[src/rtl/vend_slot_arbiter.sv]
// Two-slot front-panel arbiter for a single vending core: grants one slot per
// purchase session round-robin, forwards coins, tracks credit, serves, refunds and aborts.
module vend_slot_arbiter #(
   parameter int PRICE       = 15,
   parameter int CREDIT_W    = 5,
   parameter int TIMEOUT_CYC = 16,
   parameter int VEND_WAIT   = 4
) (
   input  logic                clk,
   input  logic                rst,
   input  logic [1:0]          coin_a,
   input  logic [1:0]          coin_b,
   output logic                ack_a,
   output logic                ack_b,
   output logic [1:0]          core_coin,
   output logic                core_clr,
   input  logic                core_coke,
   output logic                sess_active,
   output logic                owner,
   output logic                serve_a,
   output logic                serve_b,
   output logic                refund_a,
   output logic                refund_b,
   output logic [CREDIT_W-1:0] refund_amt,
   output logic                vend_err
);

   localparam int TMR_W = (TIMEOUT_CYC > 1) ? $clog2(TIMEOUT_CYC) : 1;
   localparam int VW_W  = (VEND_WAIT > 1) ? $clog2(VEND_WAIT) : 1;

   localparam logic [CREDIT_W-1:0] PRICE_C   = CREDIT_W'(PRICE);
   localparam logic [TMR_W-1:0]    IDLE_LAST = TMR_W'(TIMEOUT_CYC - 1);
   localparam logic [VW_W-1:0]     VEND_LAST = VW_W'(VEND_WAIT - 1);

   typedef enum logic [2:0] {
      S_IDLE,
      S_OWN,
      S_WAIT_VEND,
      S_DONE,
      S_ABORT
   } state_t;

   state_t              state_q, state_d;
   logic [CREDIT_W-1:0] credit_q, credit_d;
   logic                owner_q, owner_d;
   logic                rr_q, rr_d;
   logic [TMR_W-1:0]    idle_tmr_q, idle_tmr_d;
   logic [VW_W-1:0]     vend_tmr_q, vend_tmr_d;
   logic                sess_q, sess_d;
   logic                ack_a_q, ack_a_d;
   logic                ack_b_q, ack_b_d;
   logic [1:0]          core_coin_q, core_coin_d;
   logic                core_clr_q, core_clr_d;
   logic                serve_a_q, serve_a_d;
   logic                serve_b_q, serve_b_d;
   logic                refund_a_q, refund_a_d;
   logic                refund_b_q, refund_b_d;
   logic [CREDIT_W-1:0] refund_amt_q, refund_amt_d;
   logic                vend_err_q, vend_err_d;

   logic                req_a, req_b;
   logic                take_a, take_b, take;
   logic [1:0]          take_code;
   logic [CREDIT_W:0]   coin_val;
   logic [CREDIT_W:0]   credit_sum;
   logic [CREDIT_W-1:0] credit_acc;

   // A slot whose ack is still high is not re-sampled, limiting it to one coin per two cycles.
   assign req_a = (coin_a != 2'b00) && !ack_a_q;
   assign req_b = (coin_b != 2'b00) && !ack_b_q;

   always_comb begin
      take_a = 1'b0;
      take_b = 1'b0;
      case (state_q)
         S_IDLE: begin
            if (req_a && req_b) begin
               take_a = !rr_q;
               take_b = rr_q;
            end else begin
               take_a = req_a;
               take_b = req_b;
            end
         end
         S_OWN: begin
            take_a = req_a && !owner_q;
            take_b = req_b && owner_q;
         end
         default: begin
            take_a = 1'b0;
            take_b = 1'b0;
         end
      endcase
   end

   assign take      = take_a || take_b;
   assign take_code = take_b ? coin_b : coin_a;

   always_comb begin
      case (take_code)
         2'b01:   coin_val = (CREDIT_W+1)'(5);
         2'b11:   coin_val = (CREDIT_W+1)'(10);
         default: coin_val = '0;
      endcase
   end

   assign credit_sum = {1'b0, credit_q} + coin_val;
   assign credit_acc = credit_sum[CREDIT_W] ? '1 : credit_sum[CREDIT_W-1:0];

   always_comb begin
      state_d      = state_q;
      credit_d     = credit_q;
      owner_d      = owner_q;
      rr_d         = rr_q;
      idle_tmr_d   = idle_tmr_q;
      vend_tmr_d   = vend_tmr_q;
      sess_d       = sess_q;
      vend_err_d   = vend_err_q;
      ack_a_d      = take_a;
      ack_b_d      = take_b;
      core_coin_d  = (take && take_code != 2'b10) ? take_code : 2'b00;
      core_clr_d   = 1'b0;
      serve_a_d    = 1'b0;
      serve_b_d    = 1'b0;
      refund_a_d   = 1'b0;
      refund_b_d   = 1'b0;
      refund_amt_d = '0;

      // A coke pulse is only meaningful while a vend is awaited; anywhere else it flags a core fault.
      if (core_coke && state_q != S_WAIT_VEND) begin
         vend_err_d = 1'b1;
      end

      case (state_q)
         S_IDLE: begin
            if (take) begin
               owner_d    = take_b;
               sess_d     = 1'b1;
               credit_d   = credit_acc;
               idle_tmr_d = '0;
               vend_tmr_d = '0;
               state_d    = (credit_acc >= PRICE_C) ? S_WAIT_VEND : S_OWN;
            end
         end
         S_OWN: begin
            if (take) begin
               credit_d   = credit_acc;
               idle_tmr_d = '0;
               vend_tmr_d = '0;
               if (credit_acc >= PRICE_C) begin
                  state_d = S_WAIT_VEND;
               end
            end else if (idle_tmr_q == IDLE_LAST) begin
               state_d      = S_ABORT;
               core_clr_d   = 1'b1;
               refund_a_d   = (credit_q != '0) && !owner_q;
               refund_b_d   = (credit_q != '0) && owner_q;
               refund_amt_d = credit_q;
            end else begin
               idle_tmr_d = idle_tmr_q + 1'b1;
            end
         end
         S_WAIT_VEND: begin
            if (core_coke) begin
               state_d   = S_DONE;
               serve_a_d = !owner_q;
               serve_b_d = owner_q;
               if (credit_q > PRICE_C) begin
                  refund_a_d   = !owner_q;
                  refund_b_d   = owner_q;
                  refund_amt_d = credit_q - PRICE_C;
               end
            end else if (vend_tmr_q == VEND_LAST) begin
               state_d      = S_ABORT;
               vend_err_d   = 1'b1;
               core_clr_d   = 1'b1;
               refund_a_d   = (credit_q != '0) && !owner_q;
               refund_b_d   = (credit_q != '0) && owner_q;
               refund_amt_d = credit_q;
            end else begin
               vend_tmr_d = vend_tmr_q + 1'b1;
            end
         end
         S_DONE, S_ABORT: begin
            // Hand priority to the other slot so a busy slot cannot starve its neighbour.
            state_d  = S_IDLE;
            credit_d = '0;
            rr_d     = !owner_q;
            sess_d   = 1'b0;
         end
         default: begin
            state_d  = S_IDLE;
            credit_d = '0;
            sess_d   = 1'b0;
         end
      endcase
   end

   always_ff @(posedge clk or negedge rst) begin
      if (!rst) begin
         state_q      <= S_IDLE;
         credit_q     <= '0;
         owner_q      <= 1'b0;
         rr_q         <= 1'b0;
         idle_tmr_q   <= '0;
         vend_tmr_q   <= '0;
         sess_q       <= 1'b0;
         ack_a_q      <= 1'b0;
         ack_b_q      <= 1'b0;
         core_coin_q  <= 2'b00;
         core_clr_q   <= 1'b0;
         serve_a_q    <= 1'b0;
         serve_b_q    <= 1'b0;
         refund_a_q   <= 1'b0;
         refund_b_q   <= 1'b0;
         refund_amt_q <= '0;
         vend_err_q   <= 1'b0;
      end else begin
         state_q      <= state_d;
         credit_q     <= credit_d;
         owner_q      <= owner_d;
         rr_q         <= rr_d;
         idle_tmr_q   <= idle_tmr_d;
         vend_tmr_q   <= vend_tmr_d;
         sess_q       <= sess_d;
         ack_a_q      <= ack_a_d;
         ack_b_q      <= ack_b_d;
         core_coin_q  <= core_coin_d;
         core_clr_q   <= core_clr_d;
         serve_a_q    <= serve_a_d;
         serve_b_q    <= serve_b_d;
         refund_a_q   <= refund_a_d;
         refund_b_q   <= refund_b_d;
         refund_amt_q <= refund_amt_d;
         vend_err_q   <= vend_err_d;
      end
   end

   assign ack_a       = ack_a_q;
   assign ack_b       = ack_b_q;
   assign core_coin   = core_coin_q;
   assign core_clr    = core_clr_q;
   assign sess_active = sess_q;
   assign owner       = owner_q;
   assign serve_a     = serve_a_q;
   assign serve_b     = serve_b_q;
   assign refund_a    = refund_a_q;
   assign refund_b    = refund_b_q;
   assign refund_amt  = refund_amt_q;
   assign vend_err    = vend_err_q;

endmodule
[config.mk]
export PLATFORM = sky130hd
export DESIGN_NAME = vend_slot_arbiter
export DESIGN_NICKNAME = d
export VERILOG_FILES = /design/src/rtl/vend_slot_arbiter.sv
export SDC_FILE = /design/constraint.sdc
export NUM_CORES = 1
export LEC_CHECK = 0
export ABC_AREA = 1
export CORE_MARGIN = 2
export CORE_UTILIZATION = 59
export DETAILED_ROUTE_END_ITERATION = 16
export HOLD_SLACK_MARGIN = 0.06
export PLACE_DENSITY = 0.85
export SLEW_MARGIN = 5
export SYNTH_ARGS = -nofsm -noshare
export SYNTH_HDL_FRONTEND = slang
export SYNTH_SLANG_ARGS = --single-unit
[constraint.sdc]
create_clock -name clk -period 4 [get_ports clk]
set_input_delay 0.8 -clock clk [delete_from_list [all_inputs] [get_ports clk]]
set_output_delay 0.8 -clock clk [all_outputs]
set_load 0.05 [all_outputs]
* After elaboration in Yosys (flattened, before gate mapping)
Cells that the tools add are included.
Word-level totals: output and inout port bits 17, bits of input ports 7, memories kept 0, latch bits 0, RAM bits 0, bits in read-only memories 0, register bits after elaboration 32
Operators by class: mux-type cells 59, bitwise logic cells 2, div/mod/pow operators 0, $lt $le $gt $ge 2, reductions and logical operators 29, add/subtract/negate cells 4, shift-type cells 0, multipliers 0, eq/ne operators 18
Operators by type and width (count):
- $mux W5 | 7
- $mux W1 | 25
- $pmux W5 S2 | 2
- $mux W3 | 6
- $pmux W4 S2 | 2
- $mux W2 | 6
- $mux W4 | 3
- $ne A3 B3 Y1 const B | 4
- $pmux W1 S2 | 6
- $logic_and A1 B1 Y1 | 9
- $pmux W3 S3 | 1
- $ne A2 B2 Y1 const B | 4
- $reduce_and A4 Y1 | 2
- $reduce_bool A2 Y1 | 4
- $add A5 B6 Y6 | 1
- $eq A3 B2 Y1 const B | 2
- $reduce_and A2 Y1 | 3
- $reduce_or A2 Y1 | 3
- $ge A5 B4 Y1 const B | 1
- $gt A5 B4 Y1 const B | 1
- $reduce_bool A5 Y1 | 1
- $sub A5 B4 Y5 const B | 1
- $add A4 B1 Y4 const B | 1
- $eq A2 B2 Y1 const B | 2
- 13 further kinds | 17

* Logic depth before layout (Yosys ltp)
Gate-level depths: netlist of run 1.
depth in word-level cells 14, mapped depth 23, depth with buffers taken out 23

* Least setup slack after synthesis of run 1
No wires, ideal clock.
path kind in2reg, start point input port coin_a[0], end point register state_q[0], arrival 2.505 ns, stages on the path 21, path buffers 0, path slack 1.378 ns, required time 3.884 ns, cell sequence nor2_1 nor2_1 a21oi_1 nand2_2 nand2_4 nand2_1 nand2_2 nand3_1 nand2_1 inv_1 ha_1 inv_1 nand2_1 nand2_1 nand2_1 nand2_1 nand3_2 nand3_2 nand2_2 nand2_1 nand2_1
Between the ends: word-level cells in the longest chain between the ends 14, elaborated cells on any way between the ends 24, classes of those cells add/sub (1); order compare (1); eq/ne (5); mux (11); reduce/logical (6)
Ends and longest elaborated chain:
- from (decl) | RTL line 11 | input logic [1:0] coin_a,
- $reduce_bool A2 Y1 (*) | RTL line 69 | assign req_a = (coin_a != 2'b00) && !ack_a_q;
- $logic_and A1 B1 Y1 (*) | RTL line 69
- $logic_and A1 B1 Y1 (*) | RTL line 77 | if (req_a && req_b) begin
- $mux W1 (*) | RTL line 77
- $pmux W1 S2 (*) | RTL line 75 | case (state_q)
- net ack_b_d | RTL line 51 | logic ack_b_q, ack_b_d;
- $mux W2 | RTL line 97 | assign take_code = take_b ? coin_b : coin_a;
- $eq A2 B2 Y1 / $eq A2 B1 Y1 (equally long branches) | RTL line 100 | case (take_code)
- $pmux W4 S2 | RTL line 100
- $add A5 B6 Y6 | RTL line 107 | assign credit_sum = {1'b0, credit_q} + coin_val;
- $mux W5 | RTL line 108 | assign credit_acc = credit_sum[CREDIT_W] ? '1 : credit_sum[CREDIT_W-1:0];
- $ge A5 B4 Y1 | RTL line 142, 150
- $mux W2 | RTL line 142 | state_d = (credit_acc >= PRICE_C) ? S_WAIT_VEND : S_OWN;
- $mux W3 | RTL line 136 | if (take) begin
- $pmux W3 S3 | RTL line 134 | case (state_q)
- to (signal assigned) | RTL line 219 | state_q <= state_d;
- to (decl) | RTL line 43 | state_t state_q, state_d;
The timed path passes the listed nets; every way through them passes the cells marked *. The select of a mux whose other input is x is not followed. A chain may end at the register's enable or synchronous reset.

* Final worst setup path of run 1
start point input port coin_b[0], end point register state_q[0]
Between the ends: word-level cells in the longest chain between the ends 14, elaborated cells on any way between the ends 24, classes of those cells add/sub (1); order compare (1); eq/ne (5); mux (11); reduce/logical (6)
Ends and longest elaborated chain:
- from (decl) | RTL line 12 | input logic [1:0] coin_b,
- $reduce_bool A2 Y1 (*) | RTL line 70 | assign req_b = (coin_b != 2'b00) && !ack_b_q;
- $logic_and A1 B1 Y1 (*) | RTL line 70
- $logic_and A1 B1 Y1 | RTL line 77
- $mux W1 | RTL line 77
- $pmux W1 S2 (*) | RTL line 75
- net ack_b_d | RTL line 51
- $mux W2 | RTL line 97
- $eq A2 B2 Y1 / $eq A2 B1 Y1 (equally long branches) | RTL line 100
- $pmux W4 S2 | RTL line 100
- $add A5 B6 Y6 | RTL line 107
- $mux W5 | RTL line 108
- $ge A5 B4 Y1 | RTL line 142, 150
- $mux W2 | RTL line 142
- $mux W3 | RTL line 136
- $pmux W3 S3 | RTL line 134
Marks and branches as above.

==> impl_metrics.tcl, run 1 <==
set metrics [dict create \
    status "finished, final reports clean" \
    rr_worst_depth 21 \
    gp_congestion 0.9006 \
    crit_top_cell "nand2_1" \
    grt_pass1_wl_um 6672 \
    cp.required_ps 4250 \
    firstDrtPassIters 4 \
    crit_arrival_ps 3310 \
    synth-xor-area-share 0.009589 \
    period_needed_ps 3062 \
    fin_cells 293 \
    vias 1680 \
    hp-class "flop to flop" \
    syn_inst 229 \
    worstSetupEndpoint "state_q[0]$_DFFE_PN0P_" \
    core.rowCount 20 \
    htreeDepth 2 \
    cp_slowest_cell "clkdlybuf4s50_1" \
    finClkSkew_ps 15.87 \
    cp.buffers_inverters 3 \
    synth-async-reset-ratio 1.000 \
    antenna_found_initial 0 \
    drv_slew 0 \
    reg2reg_from "state_q[2]$_DFFE_PN0P_" \
    grt_max_degree 33 \
    avgSynthCellArea_sq_um 7.977 \
    synth_compound_area_frac 0.1240 \
    hpwl_um 2870 \
    ios 24 \
    max_slew_margin 0.6548 \
    coreArea_sq_um 3003 \
    die_w_um 59.65 \
    drt_iter0_drc 85 \
    synthTopCellsByArea "dfrtp_1 (44%), nand2_1 (9.9%), inv_1 (5.5%)" \
    dp_cells 285 \
    cts_root_buf "clkbuf_4" \
    clock_path_buffers 2 \
    io_buffers 23 \
    nets 272 \
    netlist.top_cell.by_area "dfrtp_1" \
    setup_tns_ps 0 \
    hold_viol 0 \
    hp-start "vend_err$_DFF_PN0_" \
    syn_nets 242 \
    synth_top_family_by_area "simple AND/OR/NAND/NOR gates" \
    cts_hold_buf 0 \
    critPathMaxFanout 6 \
    grt.overflow.total 0 \
    dieArea_sq_um 3558 \
    cp-startpoint "coin_b[0]" \
    grt_usage 0.2544 \
    grt_setup_unrepaired "no" \
    final_util 0.7204 \
    path_clk_slew_ps 110 \
    ys_seq_elements 32 \
    synth_warnings 0 \
    cts_resized 0 \
    period_share 0.7655 \
    synth_cell_type_count 31 \
    fillers 237 \
    chipHeight_um 59.65 \
    clkLatencyLatePin_ps 340 \
    setup_viol 0 \
    place_area_sq_um 2102 \
    area_growth_pct 18.42 \
    powerDensity_nw_per_um2 802.7 \
    avgViaCountPerCell 5.734 \
    cts_sinks 32 \
    max_freq_ghz 0.3266 \
    rr_endpoint "state_q[0]$_DFFE_PN0P_" \
    cp-start-kind "input pin" \
    drc 0 \
    tightest_slew_ps 517.8 \
    synth_flop_cell "dfrtp_1" \
    p_leak_nw 1.082 \
    ir_drop_v 0.0004162 \
    path_class "input pin to flop" \
    critical_path_cell_count 21 \
    cts_setup_buffers 0 \
    netlist_top_cells_count "nand2_1 (48), dfrtp_1 (32), inv_1 (27)" \
    ys_seq_area_frac 0.4384 \
    fin_area_sq_um 2163 \
    holdWs_ps 465.5 \
    path_delay_family "simple AND/OR/NAND/NOR gates" \
    synth_edf_count 0 \
    antennaDiodeCount 0 \
    slowest_delay_ps 510 \
    wl_per_cell_um 13.66 \
    drt_wl_total_um 4002 \
    cts_buffers 5 \
    synthMuxAreaShare 0 \
    syn_area_sq_um 1827 \
    synth_most_common_cell "nand2_1" \
    crit_path_cell_trace "clkdlybuf4s50_1, o21bai_1, a21oi_1, nand2_2, nand2_4, nand2_1, nand2_2, nand3_1, nand2_1, inv_1, ha_1, inv_1, nand2_1, nand2_1, nand3_1, nand3_1, nand2_2, nand3_1, nand2_1, nand2_1, nand2_1" \
    start_util 0.6083 \
    ant_nets 0 \
    synthAdderAreaFrac 0.04110 \
    drv_cap 0 \
    yosys.area_share.simple 0.3130 \
    rrSetupSlack_ps 1330 \
    critPathCaptureType "flop" \
    cts_tree "built" \
    grt_pass1_vias 1625 \
    yosys.area.top_type_share 0.4384 \
    drive_gt1_frac 0.1538 \
]
[worst register-to-register path, cell delays in order (launching register included)]
cell,delay (ps)
dfrtp_1,430
inv_2,90
nand2_2,70
nor2_2,240
nand2_2,160
nand2_4,120
nand2_1,70
nand2_2,110
nand3_1,140
nand2_1,100
inv_1,40
ha_1,160
inv_1,70
nand2_1,80
nand2_1,110
nand3_1,80
nand3_1,110
nand2_2,100
nand3_1,100
nand2_1,70
nand2_1,70
nand2_1,50
[layout make-up]
class / instances / area [sq um] / area share
multi-input cells: 161 / 890.9 / 0.4118
flip-flops and latches: 32 / 800.8 / 0.3702
repair buffers: 24 / 237.7 / 0.1099
inverters: 35 / 131.4 / 0.06073
clock buffers: 6 / 51.30 / 0.02371
well taps: 33 / 41.29 / 0.01909
clock inverters: 2 / 10.01 / 0.004627
[power by group]
part | switching (W) | leakage [nW] | internal [W]
Clock | 0.000120 | 0.0380 | 0.0000836
Sequential | 0.0000746 | 0.420 | 0.000416
Combinational | 0.000724 | 0.624 | 0.000319
Total | 0.000918 | 1.08 | 0.000818
[sequential cells by signal (all words and copies together) (netlist names)]
| register | count |
|---|---|
| refund_amt | 5 |
| vend_tmr_q | 2 |
| sess_active | 1 |
| credit_q | 5 |
| core_clr | 1 |
| ack_a | 1 |
| core_coin | 2 |
| serve_b | 1 |
| refund_b | 1 |
| state_q | 3 |
| rr_q | 1 |
| vend_err | 1 |
| owner | 1 |
| idle_tmr_q | 4 |
| serve_a | 1 |
| ack_b | 1 |
| refund_a | 1 |
[logic make-up (layout without fill, tap and decap cells)]
| kind of cell | after synthesis | after routing |
|---|---|---|
| simple gates | 116 | 116 |
| compound gates | 37 | 37 |
| buf+inv | 36 | 67 |
| flops | 32 | 32 |
| fa+ha+maj | 6 | 6 |
| xor+xnor | 2 | 2 |
[worst min path at each step]
stage,endpoint,slack [ps],cells after the start
CTS,vend_err$_DFF_PN0_,470,2
global route,vend_err$_DFF_PN0_,490,2
finish,vend_err$_DFF_PN0_,470,2
detailed placement,vend_err$_DFF_PN0_,450,2
floorplan,vend_tmr_q[1]$_DFFE_PN0P_,460,2
global placement,vend_err$_DFF_PN0_,450,2
[per-stage QoR]
stage          setup WS (ps)  power (W)
6_report               937.8   0.001736
5_1_grt                625.1   0.001873
4_1_cts                978.0   0.001720
3_5_place_dp           675.4   0.001512
3_3_place_gp           734.2   0.001492
2_1_floorplan           1378   0.001262
[routing by layer]
layer,track usage,share of wire,up-vias
met5,0,0,-
met4,0.1397,0.013,0
met3,0.06987,0.074,9
met2,0.4099,0.48,82
met1,0.3054,0.43,776
li1,-,-,813
[cell usage in the layout, fill, tap and decap left out, types with 8 or more instances in the layout]
| cell | synthesis | layout |
|---|---|---|
| nor2_1 | 18 | 18 |
| nand3_1 | 20 | 20 |
| dfrtp_1 | 32 | 32 |
| inv_1 | 27 | 27 |
| nand2_2 | 10 | 10 |
| nand2_1 | 48 | 48 |
| o21ai_0 | 16 | 16 |
| clkdlybuf4s50_1 | 0 | 23 |
| inv_2 | 8 | 8 |
No activity file was read; power rests on OpenSTA's default activity.
==> inputs of run 2 (changes only) <==
--- a/config.mk
+++ b/config.mk
@@ -7,10 +7,10 @@
 export LEC_CHECK = 0
 export ABC_AREA = 1
 export CORE_MARGIN = 2
-export CORE_UTILIZATION = 59
+export CORE_UTILIZATION = 49
 export DETAILED_ROUTE_END_ITERATION = 16
 export HOLD_SLACK_MARGIN = 0.06
-export PLACE_DENSITY = 0.85
+export PLACE_DENSITY = 0.75
 export SLEW_MARGIN = 5
 export SYNTH_ARGS = -nofsm -noshare
 export SYNTH_HDL_FRONTEND = slang
==> constraint.sdc (replaced) <==
create_clock -name clk -period 2.8 [get_ports clk]
set_input_delay 0.56 -clock clk [delete_from_list [all_inputs] [get_ports clk]]
set_output_delay 0.56 -clock clk [all_outputs]
set_load 0.05 [all_outputs]
==> impl_metrics.tcl, run 2 (synthesized netlist as in run 1, its figures left out) <==
set metrics [dict create \
    fillers 294 \
    period_needed_ps 2729 \
    drt_wl_total_um 4162 \
    core.rowCount 22 \
    antennaDiodeCount 0 \
    setup_viol 0 \
    critPathMaxFanout 6 \
    critPathCaptureType "flop" \
    reg2reg_from "state_q[1]$_DFFE_PN0P_" \
    io_buffers 23 \
    wl_per_cell_um 12.77 \
    gp_congestion 0.8560 \
    layout_commonest_cell "nand2_1" \
    hold_depth 2 \
    cp-startpoint "coin_a[1]" \
    die_w_um 65.06 \
    grt_usage 0.2201 \
    clkLatencyLatePin_ps 280 \
    dp_slack_ps -135.1 \
    ios 24 \
    p_leak_nw 1.198 \
    drc 0 \
    drive_gt1_frac 0.2482 \
    setup_tns_ps 0 \
    holdWs_ps 468.6 \
    grt_max_degree 33 \
    drv_slew 0 \
    ant_nets 0 \
    hold_viol 0 \
    multi_input_area_sq_um 935.9 \
    vias 1698 \
    grt_pass1_vias 1639 \
    grt.overflow.total 0 \
    hpwl_um 3015 \
    coreArea_sq_um 3633 \
    rr_worst_depth 23 \
    cts_tree "built" \
    max_freq_ghz 0.3665 \
    nets 290 \
    antenna_found_initial 0 \
    period_share 0.9745 \
    crit_arrival_ps 2910 \
    layout_common_cells "nand2_1 (44), dfrtp_1 (32), inv_1 (26)" \
    chipHeight_um 65.06 \
    dieArea_sq_um 4232 \
    avgViaCountPerCell 5.209 \
    cp-start-kind "input pin" \
    grt_pass1_wl_um 7113 \
    drv_cap 0 \
    status "finished, final reports clean" \
    powerDensity_nw_per_um2 1171 \
    regArea_sq_um 800.8 \
    fin_area_sq_um 2409 \
    cts_buffers 5 \
    area_growth_pct 31.85 \
    cp.required_ps 2980 \
    firstDrtPassIters 4 \
    clock_path_buffers 2 \
    hp-start "vend_err$_DFF_PN0_" \
    start_util 0.5028 \
    max_slew_margin 0.6648 \
    tightest_slew_ps 501.3 \
    drt_iter0_drc 169 \
    fin_ws_ps 71.45 \
    ir_drop_v 0.0006346 \
    path_class "input pin to flop" \
    cts_sinks 32 \
    htreeDepth 2 \
    finClkSkew_ps 2.763 \
    path_clk_slew_ps 70 \
    cts_root_buf "clkbuf_8" \
    place_area_sq_um 2241 \
    hp-class "flop to flop" \
    final_util 0.6629 \
]
## run 2: worst max-delay path, cell delays in order
cell and delay [ps]:
clkdlybuf4s50_1 480, nor2_1 50, nor2_1 180, a21oi_2 90
nand2_2 140, nand2_4 90, nand2_1 80, nand2_2 80
nand2_2 80, nand2_1 50, nand2_1 80, inv_1 50
ha_1 180, inv_1 80, nand2_2 60, nand2_2 70
nand3_1 100, nand3_2 100, nand2_4 60, nand3_1 80
nand2_1 50, nand2_1 60, nand2_1 50
## run 2: worst paths after layout
check / slack [ps] / end
min reg2reg: 470 / vend_err$_DFF_PN0_
max: 70 / state_q[0]$_DFFE_PN0P_
max in group asynchronous: 1830 / credit_q[1]$_DFFE_PN0P_
max reg2reg: 290 / state_q[0]$_DFFE_PN0P_
min in group asynchronous: 680 / core_coin[1]$_DFF_PN0_
min: 470 / vend_err$_DFF_PN0_
## run 2: routing by layer
metal | vias to the layer above | wire, um | track usage
li1 | 853 | - | -
met1 | 796 | 1841 | 0.2799
met2 | 43 | 2100 | 0.3634
met3 | 6 | 157 | 0.05035
met4 | 0 | 62 | 0.08594
met5 | - | 0 | 0
## run 2: where the power goes
group | switching, W | leakage (nW) | internal [W]
registers | 0.000103 | 0.420 | 0.000595
clock network | 0.000173 | 0.0552 | 0.000264
logic | 0.00109 | 0.723 | 0.000595
total | 0.00137 | 1.20 | 0.00145
## run 2: what timing repair did
item / 4_1_cts / 5_1_grt
hold buffers: 0 / 0
resized for setup: 0 / 13
setup buffers: 0 / 2
endpoints found under the setup margin: 0 / 2
## run 2: cell type report
cell class | instances | share of cell area
inverter | 35 | 0.05455
multi-input combinational | 161 | 0.3886
tap | 48 | 0.02494
clock buffer | 6 | 0.03013
timing repair buffer | 42 | 0.1548
clock inverter | 2 | 0.01455
sequential | 32 | 0.3325
## run 2: stage by stage
stage / instances / total power [W]
floorplan: 229 / 0.001803
global placement: 316 / 0.002272
detailed placement: 316 / 0.002287
CTS: 324 / 0.002732
global route: 326 / 0.003071
finish: 326 / 0.002822
